<file path="config.mk">
export PLATFORM = sky130hd
export DESIGN_NAME = ctl_table_loader
export DESIGN_NICKNAME = d
export VERILOG_FILES = /design/src/rtl/ctl_table_pkg.sv /design/src/rtl/ctl_table_loader_bram_rd_pipe.sv /design/src/rtl/ctl_table_loader.sv
export SDC_FILE = /design/constraint.sdc
export NUM_CORES = 1
export LEC_CHECK = 0
export ABC_CLOCK_PERIOD_IN_PS = 2500
export CORE_MARGIN = 10
export CORE_UTILIZATION = 51
export DETAILED_ROUTE_END_ITERATION = 7
export PLACE_DENSITY = 0.89
export SETUP_SLACK_MARGIN = 0.2
export SYNTH_ARGS = -nofsm -noshare
export SYNTH_HDL_FRONTEND = slang
export SYNTH_SLANG_ARGS = --single-unit
</file>
<file path="constraint.sdc">
create_clock -name CLK -period 2.5 [get_ports CLK]
set_input_delay 0.625 -clock CLK [delete_from_list [all_inputs] [get_ports CLK]]
set_output_delay 0.625 -clock CLK [all_outputs]
set_load 0.01 [all_outputs]
</file>
<file path="src/rtl/ctl_table_pkg.sv">
`default_nettype none
// ============================================================================
//  Package     : ctl_table_pkg
//  Description : Shared types and constants for the controller table loader.
//                It holds the FSM state encoding, the table-select tag, the
//                tag word carried alongside BRAM reads, and the smallest
//                legal cycle value.
//  Revision    : 1.0  initial release
// ============================================================================
package ctl_table_pkg;

  typedef enum logic [2:0] {
    IDLE      = 3'd0,
    ISSUE_CYC = 3'd1,
    ISSUE_DLY = 3'd2,
    DRAIN     = 3'd3,
    FIN       = 3'd4
  } state_t;

  typedef enum logic {
    SEL_CYCLE = 1'b0,
    SEL_DELAY = 1'b1
  } sel_t;

  typedef struct packed {
    logic       valid;
    sel_t       sel;
    logic [7:0] idx;
  } tag_t;

  // Cycle entries of 0 or 1 are meaningless to the datapath and get flagged.
  localparam logic [15:0] MIN_CYCLE = 16'd2;

endpackage
`default_nettype wire

</file>
<file path="src/rtl/ctl_table_loader_bram_rd_pipe.sv">
`default_nettype none
// ============================================================================
//  Module      : bram_rd_pipe
//  Description : RD_LAT-stage delay line for the tag of a BRAM read, so the
//                tag emerges in the same cycle as the read data. Any BRAM
//                reader with a fixed read latency can reuse it.
//  Ports       : clk      - clock
//                i_flush  - synchronous clear of every stage (valid and data)
//                i_valid  - a read is issued this cycle
//                i_data   - tag travelling with the read
//                o_valid  - tag valid, aligned with BRAM DOUT
//                o_data   - tag aligned with BRAM DOUT
//                o_pend   - a valid tag sits in a stage before the last one
//  Revision    : 1.0  initial release
// ============================================================================
module bram_rd_pipe #(
  parameter int W      = 9,
  parameter int RD_LAT = 2
) (
  input  logic         clk,
  input  logic         i_flush,
  input  logic         i_valid,
  input  logic [W-1:0] i_data,
  output logic         o_valid,
  output logic [W-1:0] o_data,
  output logic         o_pend
);

  logic [RD_LAT-1:0] r_v;
  logic [W-1:0]      r_d [RD_LAT];

  always_ff @(posedge clk) begin
    if (i_flush) begin
      r_v <= '0;
      for (int i = 0; i < RD_LAT; i++) begin
        r_d[i] <= '0;
      end
    end else begin
      r_v[0] <= i_valid;
      r_d[0] <= i_data;
      for (int i = 1; i < RD_LAT; i++) begin
        r_v[i] <= r_v[i-1];
        r_d[i] <= r_d[i-1];
      end
    end
  end

  assign o_valid = r_v[RD_LAT-1];
  assign o_data  = r_d[RD_LAT-1];

  // The last stage is being consumed this cycle, so only the earlier stages
  // count as work still in flight.
  generate
    if (RD_LAT > 1) begin : g_pend_multi
      assign o_pend = |r_v[RD_LAT-2:0];
    end else begin : g_pend_single
      assign o_pend = 1'b0;
    end
  endgenerate

endmodule
`default_nettype wire

</file>
<file path="src/rtl/ctl_table_loader.sv">
`default_nettype none
// ============================================================================
//  Module      : ctl_table_loader
//  Description : Owns the controller BRAM read port while the per-transducer
//                cycle table and then the delay table are streamed out. Each
//                load issues 2*DEPTH back-to-back reads and emits one tagged
//                word per clock after the BRAM read latency. It flags illegal
//                cycle values and pulses DONE when the load completes.
//  Ports       : CLK, RST          - clock, synchronous active-high reset
//                START, ABORT      - load request / cancel
//                BRAM_EN/ADDR/DOUT - BRAM read port
//                OUT_VALID/SEL/IDX/DATA - tagged output stream
//                BUSY, DONE        - load in progress / completion pulse
//                ERR_CYCLE, ERR_IDX - sticky bad-cycle flag and first index
//  Revision    : 1.0  initial release
// ============================================================================
module ctl_table_loader
  import ctl_table_pkg::*;
#(
  parameter int                WIDTH      = 13,
  parameter int                DEPTH      = 249,
  parameter int                ADDR_W     = 14,
  parameter logic [ADDR_W-1:0] CYCLE_BASE = 14'h0100,
  parameter logic [ADDR_W-1:0] DELAY_BASE = 14'h0200,
  parameter int                RD_LAT     = 2
) (
  input  logic              CLK,
  input  logic              RST,
  input  logic              START,
  input  logic              ABORT,
  output logic              BRAM_EN,
  output logic [ADDR_W-1:0] BRAM_ADDR,
  input  logic [15:0]       BRAM_DOUT,
  output logic              OUT_VALID,
  output logic              OUT_SEL,
  output logic [7:0]        OUT_IDX,
  output logic [15:0]       OUT_DATA,
  output logic              BUSY,
  output logic              DONE,
  output logic              ERR_CYCLE,
  output logic [7:0]        ERR_IDX
);

  localparam logic [2:0] c_ST_IDLE      = IDLE;
  localparam logic [2:0] c_ST_ISSUE_CYC = ISSUE_CYC;
  localparam logic [2:0] c_ST_ISSUE_DLY = ISSUE_DLY;
  localparam logic [2:0] c_ST_DRAIN     = DRAIN;
  localparam logic [2:0] c_ST_FIN       = FIN;

  localparam logic [7:0]        c_LAST_IDX = 8'(DEPTH - 1);
  localparam logic [ADDR_W-1:0] c_ADDR_ONE = ADDR_W'(1);
  localparam logic [15:0]       c_CYC_MASK = 16'((32'd1 << WIDTH) - 32'd1);

  logic [2:0]        r_state;
  logic              r_en;
  logic [ADDR_W-1:0] r_addr;
  logic              r_sel;
  logic [7:0]        r_idx;
  logic              r_err;
  logic [7:0]        r_err_idx;

  logic              w_flush;
  logic              w_pipe_v;
  logic [8:0]        w_pipe_d;
  logic              w_pend;
  tag_t              w_tag;
  logic [15:0]       w_cyc_val;
  logic              w_is_delay;
  logic              w_err_hit;
  logic              w_last;

  // Reset and abort both discard whatever reads are still in flight.
  assign w_flush = RST | ABORT;

  bram_rd_pipe #(
    .W      (9),
    .RD_LAT (RD_LAT)
  ) u_rd_pipe (
    .clk     (CLK),
    .i_flush (w_flush),
    .i_valid (r_en),
    .i_data  ({r_sel, r_idx}),
    .o_valid (w_pipe_v),
    .o_data  (w_pipe_d),
    .o_pend  (w_pend)
  );

  always_comb begin
    w_tag.valid = w_pipe_v;
    w_tag.sel   = sel_t'(w_pipe_d[8]);
    w_tag.idx   = w_pipe_d[7:0];
  end

  assign w_cyc_val  = BRAM_DOUT & c_CYC_MASK;
  assign w_is_delay = (w_tag.sel == SEL_DELAY);

  // Stream fields are forced to zero outside valid words so an idle port
  // never shows stale BRAM data.
  assign OUT_VALID = w_tag.valid;
  assign OUT_SEL   = w_tag.valid & w_is_delay;
  assign OUT_IDX   = w_tag.valid ? w_tag.idx : 8'd0;
  assign OUT_DATA  = !w_tag.valid ? 16'd0 :
                     w_is_delay   ? BRAM_DOUT : w_cyc_val;

  // Only the first offender is recorded; r_err blocks later overwrites.
  assign w_err_hit = w_tag.valid && !w_is_delay &&
                     (w_cyc_val < MIN_CYCLE) && !r_err;

  assign w_last = (r_idx == c_LAST_IDX);

  always_ff @(posedge CLK) begin
    if (RST) begin
      r_state   <= c_ST_IDLE;
      r_en      <= 1'b0;
      r_addr    <= '0;
      r_sel     <= 1'b0;
      r_idx     <= 8'd0;
      r_err     <= 1'b0;
      r_err_idx <= 8'd0;
    end else begin
      if (w_err_hit) begin
        r_err     <= 1'b1;
        r_err_idx <= w_tag.idx;
      end

      if (ABORT) begin
        // Also covers START+ABORT in IDLE: stay idle, no load.
        r_state <= c_ST_IDLE;
        r_en    <= 1'b0;
      end else begin
        case (r_state)
          c_ST_IDLE: begin
            if (START) begin
              r_state   <= c_ST_ISSUE_CYC;
              r_en      <= 1'b1;
              r_addr    <= CYCLE_BASE;
              r_sel     <= SEL_CYCLE;
              r_idx     <= 8'd0;
              r_err     <= 1'b0;
              r_err_idx <= 8'd0;
            end
          end
          c_ST_ISSUE_CYC: begin
            if (w_last) begin
              r_state <= c_ST_ISSUE_DLY;
              r_addr  <= DELAY_BASE;
              r_sel   <= SEL_DELAY;
              r_idx   <= 8'd0;
            end else begin
              r_addr <= r_addr + c_ADDR_ONE;
              r_idx  <= r_idx + 8'd1;
            end
          end
          c_ST_ISSUE_DLY: begin
            if (w_last) begin
              r_state <= c_ST_DRAIN;
              r_en    <= 1'b0;
            end else begin
              r_addr <= r_addr + c_ADDR_ONE;
              r_idx  <= r_idx + 8'd1;
            end
          end
          c_ST_DRAIN: begin
            // Leave once the word now in the last stage is the final one.
            if (!w_pend) begin
              r_state <= c_ST_FIN;
            end
          end
          c_ST_FIN: begin
            r_state <= c_ST_IDLE;
          end
          default: begin
            r_state <= c_ST_IDLE;
            r_en    <= 1'b0;
          end
        endcase
      end
    end
  end

  assign BRAM_EN   = r_en;
  assign BRAM_ADDR = r_addr;
  assign BUSY      = (r_state == c_ST_ISSUE_CYC) || (r_state == c_ST_ISSUE_DLY) ||
                     (r_state == c_ST_DRAIN);
  assign DONE      = (r_state == c_ST_FIN);
  assign ERR_CYCLE = r_err;
  assign ERR_IDX   = r_err_idx;

endmodule
`default_nettype wire

</file>
==> summary.md, run 1 <==
| Metric | Value |
|---|---|
| Final period util | 0.873 |
| Req. time, crit path | 1880 ps |
| Mean Syn Cell Area | 8.87 µm² |
| Slew HR | 0.665 |
| Total congestion overflow | 0 |
| Post-DP HPWL | 5.39 mm |
| Worst hold start | u_rd_pipe.r_d[0][6] |
| Via-per-instance ratio | around 5.6 |
| Syn-to-layout area delta | 35.4% |
| Post-Synthesis Net Count | 312 |
| Multi-input logic area | between 0.001 and 0.0015 mm² |
| Reg2Reg Capture Point | BRAM_ADDR[13] |
| Final Hold Fails | 0 |
| M3 GR Usage | 0.0574 |
| Worst path slowest cell | clkdlybuf4s50_1 |
| FF-to-FF setup slack | 540 ps |
| Cell variety after synth | 50 |
| Fmax | 0.458 GHz |
| Placeable core area | roughly 0.0048 mm² |
| # nets final | 389 |
| Initial Util | 0.535 |
| #FFs+latches synth | between 50 and 60 |
| Final std cells w/o fill | 434 |
| Async set-or-reset flop fraction in the synthesized netlist | 0 |
| Hold Path End | u_rd_pipe.r_d[0][15] |
| Chip Height | 90.9 µm |
| Placed cells | 426 |
| Wire length per cell | 16.1 µm |
| Pwr/cell area | 441 mW/mm² |
| Hold slack | 431 ps |
| GR Layer Usage met1 | 0.200 |
| Clock Skew | 6.63 ps |
| Post-Syn Area | between 0.002 and 0.003 mm² |
| Flip-flop and latch area | between 0.001 and 0.0015 mm² |
| Most frequent cells in the layout | 55 x clkdlybuf4s50_1, 54 x dfxtp_1, 44 x and2_1 |
| Post-synth EDFFs | 0 |
| Worst hold path depth | 1 |
| GR peak layer | met2 |
| Drt total wl | about 7.0 mm |
| Top post-synthesis cells by area | dfxtp_1 44%, and2_1 11%, a21oi_1 4.7% |
| Status | complete, no violations |
| GR Util All Layers | 0.164 |
| Final TNS setup | 0 ps |
| # setup viols final | 0 |
| Hold Crit Class | reg -> reg |
| MaxCap Viol Count | 0 |
| DRT Pass-1 Iters | 5 |
| FP Rows | 25 |
| Worst skew pair latency | 310 ps |
| Ant diodes | 0 |
| PortBufs | 71 |
| Data arrival, critical path | between 1500 and 2000 ps |
| DRC viols | 0 |
| Remaining antenna violation count | 0 |
| Post-synthesis cell count | 289 |
| Vias in the first global route | 2313 |
| Post-placement cell area | 0.00339 mm² |
| WP buf/inv | 1 |
| Dominant cell type by area after synthesis | dfxtp_1 |
| IO Pins | 72 |
| Root Buffer | clkbuf_8 |
| Filler cell count in the final layout | between 300 and 400 |
| Synth warn | 0 |
| Crit-path max cell delay | 550 ps |
| Reg2reg start | r_idx[0] |
| Setup CP Type | reg -> out |
| TritonCTS clock tree | built |
| Most common cell after layout, fill and taps aside | clkdlybuf4s50_1 |
| RSZ-0062 raised after global routing | no |
| Worst Reg-to-Reg Cells | 7 |
| Die W | 90.9 µm |
| Die Footprint | 0.00826 mm² |
| Crit. End Element | primary output |
| Worst Max-Slew Pin Slew | 501 ps |
| Seq/Total Area, Yosys | 0.437 |
| Top_reg_cell synth | dfxtp_1 |
| Cts bufs inserted | 5 |
| First-pass GRT wire length | 11.6 mm |
| Critical Path Start Type | flip-flop |
| Met2 usage | 0.272 |
| H-tree depth | 2 |
| Initial antenna violation count | 0 |
| Cell family with most CP delay | buffers and inverters |
| CP Cell Sequence | nor2_2 -> and2_1 -> clkdlybuf4s50_1 |
| Max VDD drop | about 0.3 mV |
| Final core utilization | 0.725 |
| Max Slew Vio Count | 0 |
| Share of cells above drive strength 1 | 0.0899 |
| DRT iter0 DRCs | approximately 160 |
| # hold bufs at CTS | 0 |
| Fin crit period | 2180 ps |
| Total number of vias | about 2.4k |
| Clock sink count | 56 |
| Clk pin slew, worst setup/hold paths | around 90 ps |
| # Post-CTS Setup Buffers | 0 |
| Leakage | 1.28 nW |
| RD Place Congestion | roughly 0.89 |
| Final Cell Area | roughly 0.0035 mm² |
| CP Max Fanout | 14 |
| Post-synth top area share | 0.437 |
| CTS max path bufs | 2 |
| Largest net degree at the start of global routing | 28 |
## cells in the mapped netlist, drive strengths merged (2+ instances only)
| master | count |
|---|---|
| and4 | 4 |
| ha | 3 |
| dfxtp | 56 |
| a21oi | 25 |
| o221a | 2 |
| o21ba | 2 |
| or3 | 3 |
| a211oi | 3 |
| buf | 6 |
| o31ai | 9 |
| nor2 | 15 |
| nand4 | 5 |
| xnor2 | 5 |
| a22o | 2 |
| clkbuf | 6 |
| nand3 | 20 |
| and2 | 44 |
| nor4 | 10 |
| and3b | 2 |
| nor3 | 10 |
| o21ai | 13 |
| and3 | 3 |
| inv | 5 |
| or4 | 9 |
| nand2 | 11 |
| nor3b | 2 |
| or3b | 2 |
## sequential cells by signal, indices dropped and copies added, names as in the netlist
signal and cells:
u_rd_pipe.r_v 2, BRAM_EN 1, r_state 3, ERR_IDX 8
BRAM_ADDR 14, ERR_CYCLE 1, u_rd_pipe.r_d 18, r_idx 8
r_sel 1
## power breakdown
group	internal, mW	switching (mW)	total [mW]
logic	0.0648	0.0610	0.126
registers	0.899	0.00656	0.906
clock network	0.225	0.273	0.498
total	1.19	0.340	1.53
## metal layers
metal	wire, µm	share of wire
met4	51	0.0073
met3	550	0.079
met2	3320	0.47
met1	3080	0.44
met5	0	0
## metrics by stage
stage | setup WS (ps) | total power, mW
after floorplan | 743 | 0.979
after detailed placement | 45.8 | 1.05
final | 317 | 1.53
after global placement | 87.0 | 1.05
after CTS | 236 | 1.54
after global routing | 239 | 1.59
## kinds of logic after synthesis
kind of cell	synth area share
AOI/OAI and AO/OA	0.163
xor gates and xnor gates	0.0171
buffers and inverters	0.0322
and+or+nand+nor	0.335
DFF	0.438
adders and majority gates	0.0146
## how the worst max path moves through the flow
stage | start | to | slack (ps) | depth (start not counted)
global placement | BRAM_DOUT[9] | OUT_DATA[9] | 90 | 3
CTS | r_state[2] | DONE | 240 | 2
global route | r_state[1] | DONE | 240 | 3
detailed placement | BRAM_DOUT[13] | OUT_DATA[13] | 50 | 3
floorplan | ABORT | BRAM_ADDR[3] | 740 | 4
finish | r_state[1] | DONE | 320 | 3
## worst register-to-register path, stage by stage (launching register included)
cell      delay [ps]
dfxtp_1          390
inv_1            110
ha_1             220
nand3b_1         220
nor3_4            60
buf_4            220
or4_1            540
a21oi_1          150
## cell type report
cell class	instances	area share
Clock inverter	1	0.00216
Multi-Input combinational cell	215	0.392
Inverter	6	0.00649
Timing Repair Buffer	82	0.226
Sequential cell	56	0.324
Clock buffer	7	0.0249
Tap cell	67	0.0242
## what timing repair did
item,in CTS,in global routing
pin swaps,0,0
endpoints found under the setup margin,18,1
resized for setup,17,2
Power figures use the tool's default switching activity.
==> run 2, diff against run 1 <==
Settings changed: CORE_MARGIN 10 to 2, CORE_UTILIZATION 51 to 52, CTS_BUF_LIST set to sky130_fd_sc_hd__clkbuf_4 sky130_fd_sc_hd__clkbuf_8 sky130_fd_sc_hd__clkbuf_16, PLACE_DENSITY 0.89 to 0.9, SYNTH_HIERARCHICAL set to 1.
==> summary.md, run 2 <==
| Metric | Value |
|---|---|
| Status | complete, no violations (unchanged) |
| CP Max Fanout | 27 (was 14) |
| Largest net degree at the start of global routing | 28 (unchanged) |
| Top post-synthesis cells by area | dfxtp_1 42%, and2_1 5.4%, nor2b_2 5.3% (was dfxtp_1 44%, and2_1 11%, a21oi_1 4.7%) |
| Drt total wl | 5.75 mm (was 7.00 mm) |
| Clk pin slew, worst setup/hold paths | 100 ps (was 90 ps) |
| Final TNS setup | 0 ps (unchanged) |
| GR Util All Layers | 0.205 (was 0.164) |
| Pint | 1.20 mW (was 1.19 mW) |
| Worst skew pair latency | 320 ps (was 310 ps) |
| Seq/Total Area, Yosys | 0.421 (was 0.437) |
| Largest register by flop count | u_rd_pipe/r_d (was u_rd_pipe.r_d) |
| Sequential share of power | 0.571 (was 0.592) |
| Final Hold Fails | 0 (unchanged) |
| Fmax | 0.462 GHz (was 0.458 GHz) |
| Via-per-instance ratio | 5.23 (was 5.64) |
| CTS max path bufs | 2 (unchanged) |
| DRT iter0 DRCs | 114 (was 159) |
| IO Pins | 72 (unchanged) |
| MaxCap Viol Count | 0 (unchanged) |
| Post-synth EDFFs | 0 (unchanged) |
| #FFs+latches synth | 56 (unchanged) |
| Count leader, synth | dfxtp_1 (unchanged) |
| Max Slew Vio Count | 0 (unchanged) |
| P_sw | 413 µW (was 340 µW) |
| Post-synth top area share | 0.421 (was 0.437) |
| Total number of vias | 2243 (was 2447) |
| Post-placement cell area | 0.00343 mm² (was 0.00339 mm²) |
| Comb pwr share | 0.111 (was 0.082) |
| Wire length per cell | 13.4 µm (was 16.1 µm) |
| Post-Synthesis Net Count | 311 (was 312) |
| Synth warn | 6 (was 0) |
| Ant diodes | 0 (unchanged) |
| FF-to-FF setup slack | 540 ps (about the same) |
| Post-Syn Area | 0.00266 mm² (was 0.00256 mm²) |
| Most frequent cells in the layout | 55 x clkdlybuf4s50_1, 54 x dfxtp_1, 37 x nor2_1 (was 55 x clkdlybuf4s50_1, 54 x dfxtp_1, 44 x and2_1) |
| Max FFs per register | 18 (unchanged) |
| Total congestion overflow | 0 (unchanged) |
| Initial Util | 0.531 (was 0.535) |
| Data arrival, critical path | 1540 ps (was 1560 ps) |
| Clock Skew | 8.99 ps (was 6.63 ps) |
| # hold bufs at CTS | 0 (unchanged) |
| Initial antenna violation count | 0 (unchanged) |
| Hold slack | 451 ps (was 431 ps) |
| Fin crit period | 2170 ps (was 2180 ps) |
| Critical Path Start Type | flip-flop (unchanged) |
| Placeable core area | 0.00501 mm² (was 0.00479 mm²) |
| FP Rows | 26 (was 25) |
| RSZ-0062 raised after global routing | no (unchanged) |
| PortBufs | 71 (unchanged) |
| Die Footprint | 0.00570 mm² (was 0.00826 mm²) |
| Switching part of the total | 0.256 (was 0.222) |
| Die W | 75.5 µm (was 90.9 µm) |
| Worst Max-Slew Pin Slew | 518 ps (was 501 ps) |
| Pre-CTS WS | 22.6 ps (was 45.8 ps) |
| Post-DP HPWL | 4.36 mm (was 5.39 mm) |
| Dominant cell type by area after synthesis | dfxtp_1 (unchanged) |
| Top_reg_cell synth | dfxtp_1 (unchanged) |
| Hold Crit Class | reg -> reg (unchanged) |
| # Post-CTS Setup Buffers | 0 (unchanged) |
| Root Buffer | clkbuf_8 (unchanged) |
| Async set-or-reset flop fraction in the synthesized netlist | 0 (unchanged) |
| Cts bufs inserted | 5 (unchanged) |
| TritonCTS clock tree | built (unchanged) |
| Post-synthesis cell count | 288 (was 289) |
| Final period util | 0.866 (was 0.873) |
| Mean Syn Cell Area | 9.24 µm² (was 8.87 µm²) |
| RD Place Congestion | 0.864 (was 0.887) |
| Share of cells above drive strength 1 | 0.153 (was 0.0899) |
| Cell variety after synth | 50 (unchanged) |
| Leakage | 1.28 nW (about the same) |
| Remaining antenna violation count | 0 (unchanged) |
| Req. time, crit path | 1880 ps (about the same) |
| Slew HR | 0.652 (was 0.665) |
| Commonest cells post-synth | 56 x dfxtp_1, 37 x nor2_1, 23 x and2_1 (was 56 x dfxtp_1, 44 x and2_1, 24 x a21oi_1) |
| Syn-to-layout area delta | 31.9% (was 35.4%) |
| Pwr/cell area | 459 mW/mm² (was 441 mW/mm²) |
| Most common cell after layout, fill and taps aside | clkdlybuf4s50_1 (unchanged) |
| DRT Pass-1 Iters | 4 (was 5) |
| Clock sink count | 56 (unchanged) |
| Chip Height | 75.5 µm (was 90.9 µm) |
| # setup viols final | 0 (unchanged) |
| Max VDD drop | 0.265 mV (was 0.291 mV) |
| # nets final | 381 (was 389) |
| Vias in the first global route | 2053 (was 2313) |
| First-pass GRT wire length | 8.94 mm (was 11.6 mm) |
| DRC viols | 0 (unchanged) |
| H-tree depth | 2 (unchanged) |
| Final worst-path setup slack | 335 ps (was 317 ps) |
| Final Cell Area | 0.00351 mm² (was 0.00347 mm²) |
| Setup CP Type | reg -> out (unchanged) |
| Crit. End Element | primary output (unchanged) |
| Clk pwr share | 0.318 (was 0.326) |
## run 2: area by class of cell
type,instances,area [µm²]
Inverter,13,48.8
Sequential cell,56,1120
Multi-Input combinational cell,196,1340
Fill cell,391,1500
Tap cell,70,87.6
Clock buffer,5,68.8
Timing Repair Buffer,86,816
Clock inverter,3,25.0
## run 2: logic make-up (layout without fill, tap and decap cells)
family	count (synthesis)	count (layout)	synth area share
AND/OR/NAND/NOR	131	131	0.298
flip-flops	56	56	0.421
buffers and inverters	36	107	0.0748
AO/OA/AOI/OAI	35	35	0.0974
XOR/XNOR	16	16	0.0527
multiplexers	11	11	0.0414
adder cells (fa/ha/maj)	3	3	0.0141
## run 2: path summary, 6_finish.rpt
| kind | from | cells past startpoint | endpoint |
|---|---|---|---|
| setup reg to reg | r_idx[0] | 7 | BRAM_ADDR[9] |
| hold reg to reg | u_rd_pipe/r_d[0][8] | 1 | u_rd_pipe/r_d[0][17] |
| setup / recovery | u_rd_pipe/r_v[1] | 3 | OUT_IDX[3] |
| hold / removal | u_rd_pipe/r_d[0][8] | 1 | u_rd_pipe/r_d[0][17] |
## run 2: critical path, stage by stage, from the launching register on
cell             delay (ps)
dfxtp_1                 320
buf_4                   210
and2_1                  150
clkdlybuf4s50_1         540
## run 2: timing repair
item,in CTS,in global routing
hold endpoints to repair,0,0
gates cloned,0,0
endpoints found under the setup margin,16,1
gates resized for setup,16,2
## run 2: power groups by stage
| stage | Combinational (mW) | Clock (mW) | Sequential, mW |
|---|---|---|---|
| after floorplan | 0.101 | 0 | 0.935 |
| after global placement | 0.173 | 0 | 0.940 |
| after detailed placement | 0.180 | 0 | 0.940 |
| after CTS | 0.180 | 0.523 | 0.919 |
| after global routing | 0.195 | 0.559 | 0.923 |
| final | 0.179 | 0.513 | 0.920 |
## run 2: metal layers
layer / global-route usage / up-vias / share of wire
met4: 0.0858 / 0 / 0.021
met5: 0 / - / 0
met2: 0.375 / 86 / 0.49
met3: 0.0608 / 16 / 0.092
met1: 0.218 / 1042 / 0.39
li1: - / 1099 / -
## run 2: through the flow
step | instances | utilization | total power, mW
6_report | 429 | 0.701 | 1.61
5_1_grt | 429 | 0.701 | 1.68
4_1_cts | 429 | 0.700 | 1.62
3_5_place_dp | 421 | 0.685 | 1.12
3_3_place_gp | 421 | 0.685 | 1.11
2_1_floorplan | 288 | - | 1.04
==> run 3, diff against run 2 <==
Settings changed: CORE_ASPECT_RATIO set to 1.4.
==> summary.md, run 3 (synthesis results as in run 2) <==
| Metric | Value |
|---|---|
| Req. time, crit path | 1880 ps (about the same) |
| # Post-CTS Setup Buffers | 0 (unchanged) |
| Final period util | 0.869 (was 0.866) |
| First-pass GRT wire length | 8.83 mm (was 8.94 mm) |
| Final core utilization | 0.722 (was 0.701) |
| Clk pwr share | 0.319 (was 0.318) |
| CTS max path bufs | 2 (unchanged) |
| Largest net degree at the start of global routing | 28 (unchanged) |
| Syn-to-layout area delta | 32.5% (was 31.9%) |
| Final Hold Fails | 0 (unchanged) |
| PortBufs | 71 (unchanged) |
| Slew HR | 0.590 (was 0.652) |
| Switching part of the total | 0.257 (was 0.256) |
| Fmax | 0.460 GHz (was 0.462 GHz) |
| Most common cell after layout, fill and taps aside | clkdlybuf4s50_1 (unchanged) |
| Setup CP Type | reg -> out (unchanged) |
| Placeable core area | 0.00488 mm² (was 0.00501 mm²) |
| DRT Pass-1 Iters | 4 (unchanged) |
| Initial antenna violation count | 0 (unchanged) |
| WP buf/inv | 2 (unchanged) |
| Hold Crit Class | reg -> reg (unchanged) |
| Worst skew pair latency | 320 ps (about the same) |
| Total number of vias | 2233 (was 2243) |
| CP Cell Sequence | buf_4 -> and2_1 -> clkdlybuf4s50_1 (unchanged) |
| Cell family with most CP delay | buffers and inverters (unchanged) |
| Remaining antenna violation count | 0 (unchanged) |
| CP Max Fanout | 27 (unchanged) |
| H-tree depth | 2 (unchanged) |
| Sequential share of power | 0.568 (was 0.571) |
| Worst Max-Slew Pin Slew | 610 ps (was 518 ps) |
| Initial Util | 0.545 (was 0.531) |
| IO Pins | 72 (unchanged) |
| Die Footprint | 0.00571 mm² (was 0.00570 mm²) |
| Max Slew Vio Count | 0 (unchanged) |
| Pint | 1.20 mW (about the same) |
| Leakage | 1.30 nW (was 1.28 nW) |
| Ant diodes | 0 (unchanged) |
| Pwr/cell area | 459 mW/mm² (about the same) |
| Clock Skew | 7.06 ps (was 8.99 ps) |
| DRT iter0 DRCs | 52 (was 114) |
| GR Util All Layers | 0.196 (was 0.205) |
| Data arrival, critical path | 1550 ps (was 1540 ps) |
| Cts bufs inserted | 5 (unchanged) |
| DRC viols | 0 (unchanged) |
| Final TNS setup | 0 ps (unchanged) |
| RSZ-0062 raised after global routing | no (unchanged) |
| P_sw | 416 µW (was 413 µW) |
| Most frequent cells in the layout | 54 x clkdlybuf4s50_1, 53 x dfxtp_1, 37 x nor2_1 (was 55 x clkdlybuf4s50_1, 54 x dfxtp_1, 37 x nor2_1) |
| Clock sink count | 56 (unchanged) |
| Fin crit period | 2170 ps (about the same) |
| Crit. End Element | primary output (unchanged) |
| RD Place Congestion | 0.894 (was 0.864) |
| Status | complete, no violations (unchanged) |
| Max FFs per register | 18 (unchanged) |
| Largest register by flop count | u_rd_pipe/r_d (unchanged) |
| Vias in the first global route | 2045 (was 2053) |
| # setup viols final | 0 (unchanged) |
| Chip Height | 88.6 µm (was 75.5 µm) |
| Root Buffer | clkbuf_8 (unchanged) |
| Clk pin slew, worst setup/hold paths | 100 ps (about the same) |
| # hold bufs at CTS | 0 (unchanged) |
| TritonCTS clock tree | built (unchanged) |
| Drt total wl | 5.46 mm (was 5.75 mm) |
| Post-DP HPWL | 4.16 mm (was 4.36 mm) |
| Worst path slowest cell | clkdlybuf4s50_1 (unchanged) |
| Critical Path Start Type | flip-flop (unchanged) |
| # nets final | 381 (unchanged) |
| Comb pwr share | 0.113 (was 0.111) |
| Wire length per cell | 12.9 µm (was 13.4 µm) |
| FP Rows | 30 (was 26) |
| Total congestion overflow | 0 (unchanged) |
| Crit-path max cell delay | 540 ps (about the same) |
| Die W | 64.4 µm (was 75.5 µm) |
| Via-per-instance ratio | 5.28 (was 5.23) |
| Share of cells above drive strength 1 | 0.156 (was 0.153) |
| Max VDD drop | 0.328 mV (was 0.265 mV) |
| MaxCap Viol Count | 0 (unchanged) |
[run 3: cell count changes in the layout (fill, tap and decap cells not counted), sizes merged]
cell and change:
clkdlybuf4s50 -1, clkinv +1, dlymetal6s2s +1, inv -1
[run 3: final timing paths]
path / depth (start not counted) / end / slack (ps) / startpoint
max: 3 / OUT_IDX[3] / 330 / u_rd_pipe/r_v[1]
min: 1 / u_rd_pipe/r_d[0][10] / 450 / u_rd_pipe/r_d[0][1]
max reg2reg: 8 / r_idx[4] / 530 / r_idx[0]
min reg2reg: 1 / u_rd_pipe/r_d[0][10] / 450 / u_rd_pipe/r_d[0][1]
[run 3: per-stage QoR]
stage	hold WS, ps	setup WS [ps]	area, µm²	power [mW]	instances
after CTS	450	206	3520	1.64	423
after detailed placement	422	74.2	3440	1.12	415
final	449	327	3520	1.62	423
after global routing	466	229	3520	1.69	423
after global placement	418	93.1	3440	1.12	415
after floorplan	415	664	2660	1.04	288
[run 3: worst reg2reg max path, cell delays in order, from the launching register on]
cell and delay (ps):
dfxtp_1 360, inv_1 110, ha_1 190, nand4_2 190, or3_4 410, a21oi_1 210, or2_1 150, buf_4 180
nor2_1 70
[run 3: what timing repair did]
action / in CTS / in global routing
pin swaps: 0 / 0
gates resized for setup: 17 / 4
setup endpoints to repair: 17 / 2
[run 3: cell type report]
type | instances | area [µm²]
fillers | 355 | 1360
inverters | 13 | 48.8
multi-input cells | 196 | 1340
flip-flops and latches | 56 | 1130
clock buffers | 5 | 68.8
repair buffers | 86 | 831
well taps | 64 | 80.1
clock inverters | 3 | 27.5
[run 3: per-layer routing]
| metal | wire [µm] | track usage | share of wire | vias to the layer above |
|---|---|---|---|---|
| li1 | - | - | - | 1109 |
| met2 | 2740 | 0.361 | 0.50 | 93 |
| met3 | 450 | 0.0522 | 0.082 | 15 |
| met1 | 2120 | 0.204 | 0.39 | 1016 |
| met5 | 0 | 0 | 0 | - |
| met4 | 146 | 0.0967 | 0.027 | 0 |
[run 3: power groups by stage]
| stage | sequential, mW | clock [mW] | combinational (mW) |
|---|---|---|---|
| final | 0.919 | 0.517 | 0.182 |
| after CTS | 0.920 | 0.534 | 0.182 |
| after floorplan | 0.935 | 0 | 0.101 |
| after global routing | 0.922 | 0.570 | 0.194 |
| after global placement | 0.940 | 0 | 0.177 |
| after detailed placement | 0.940 | 0 | 0.181 |
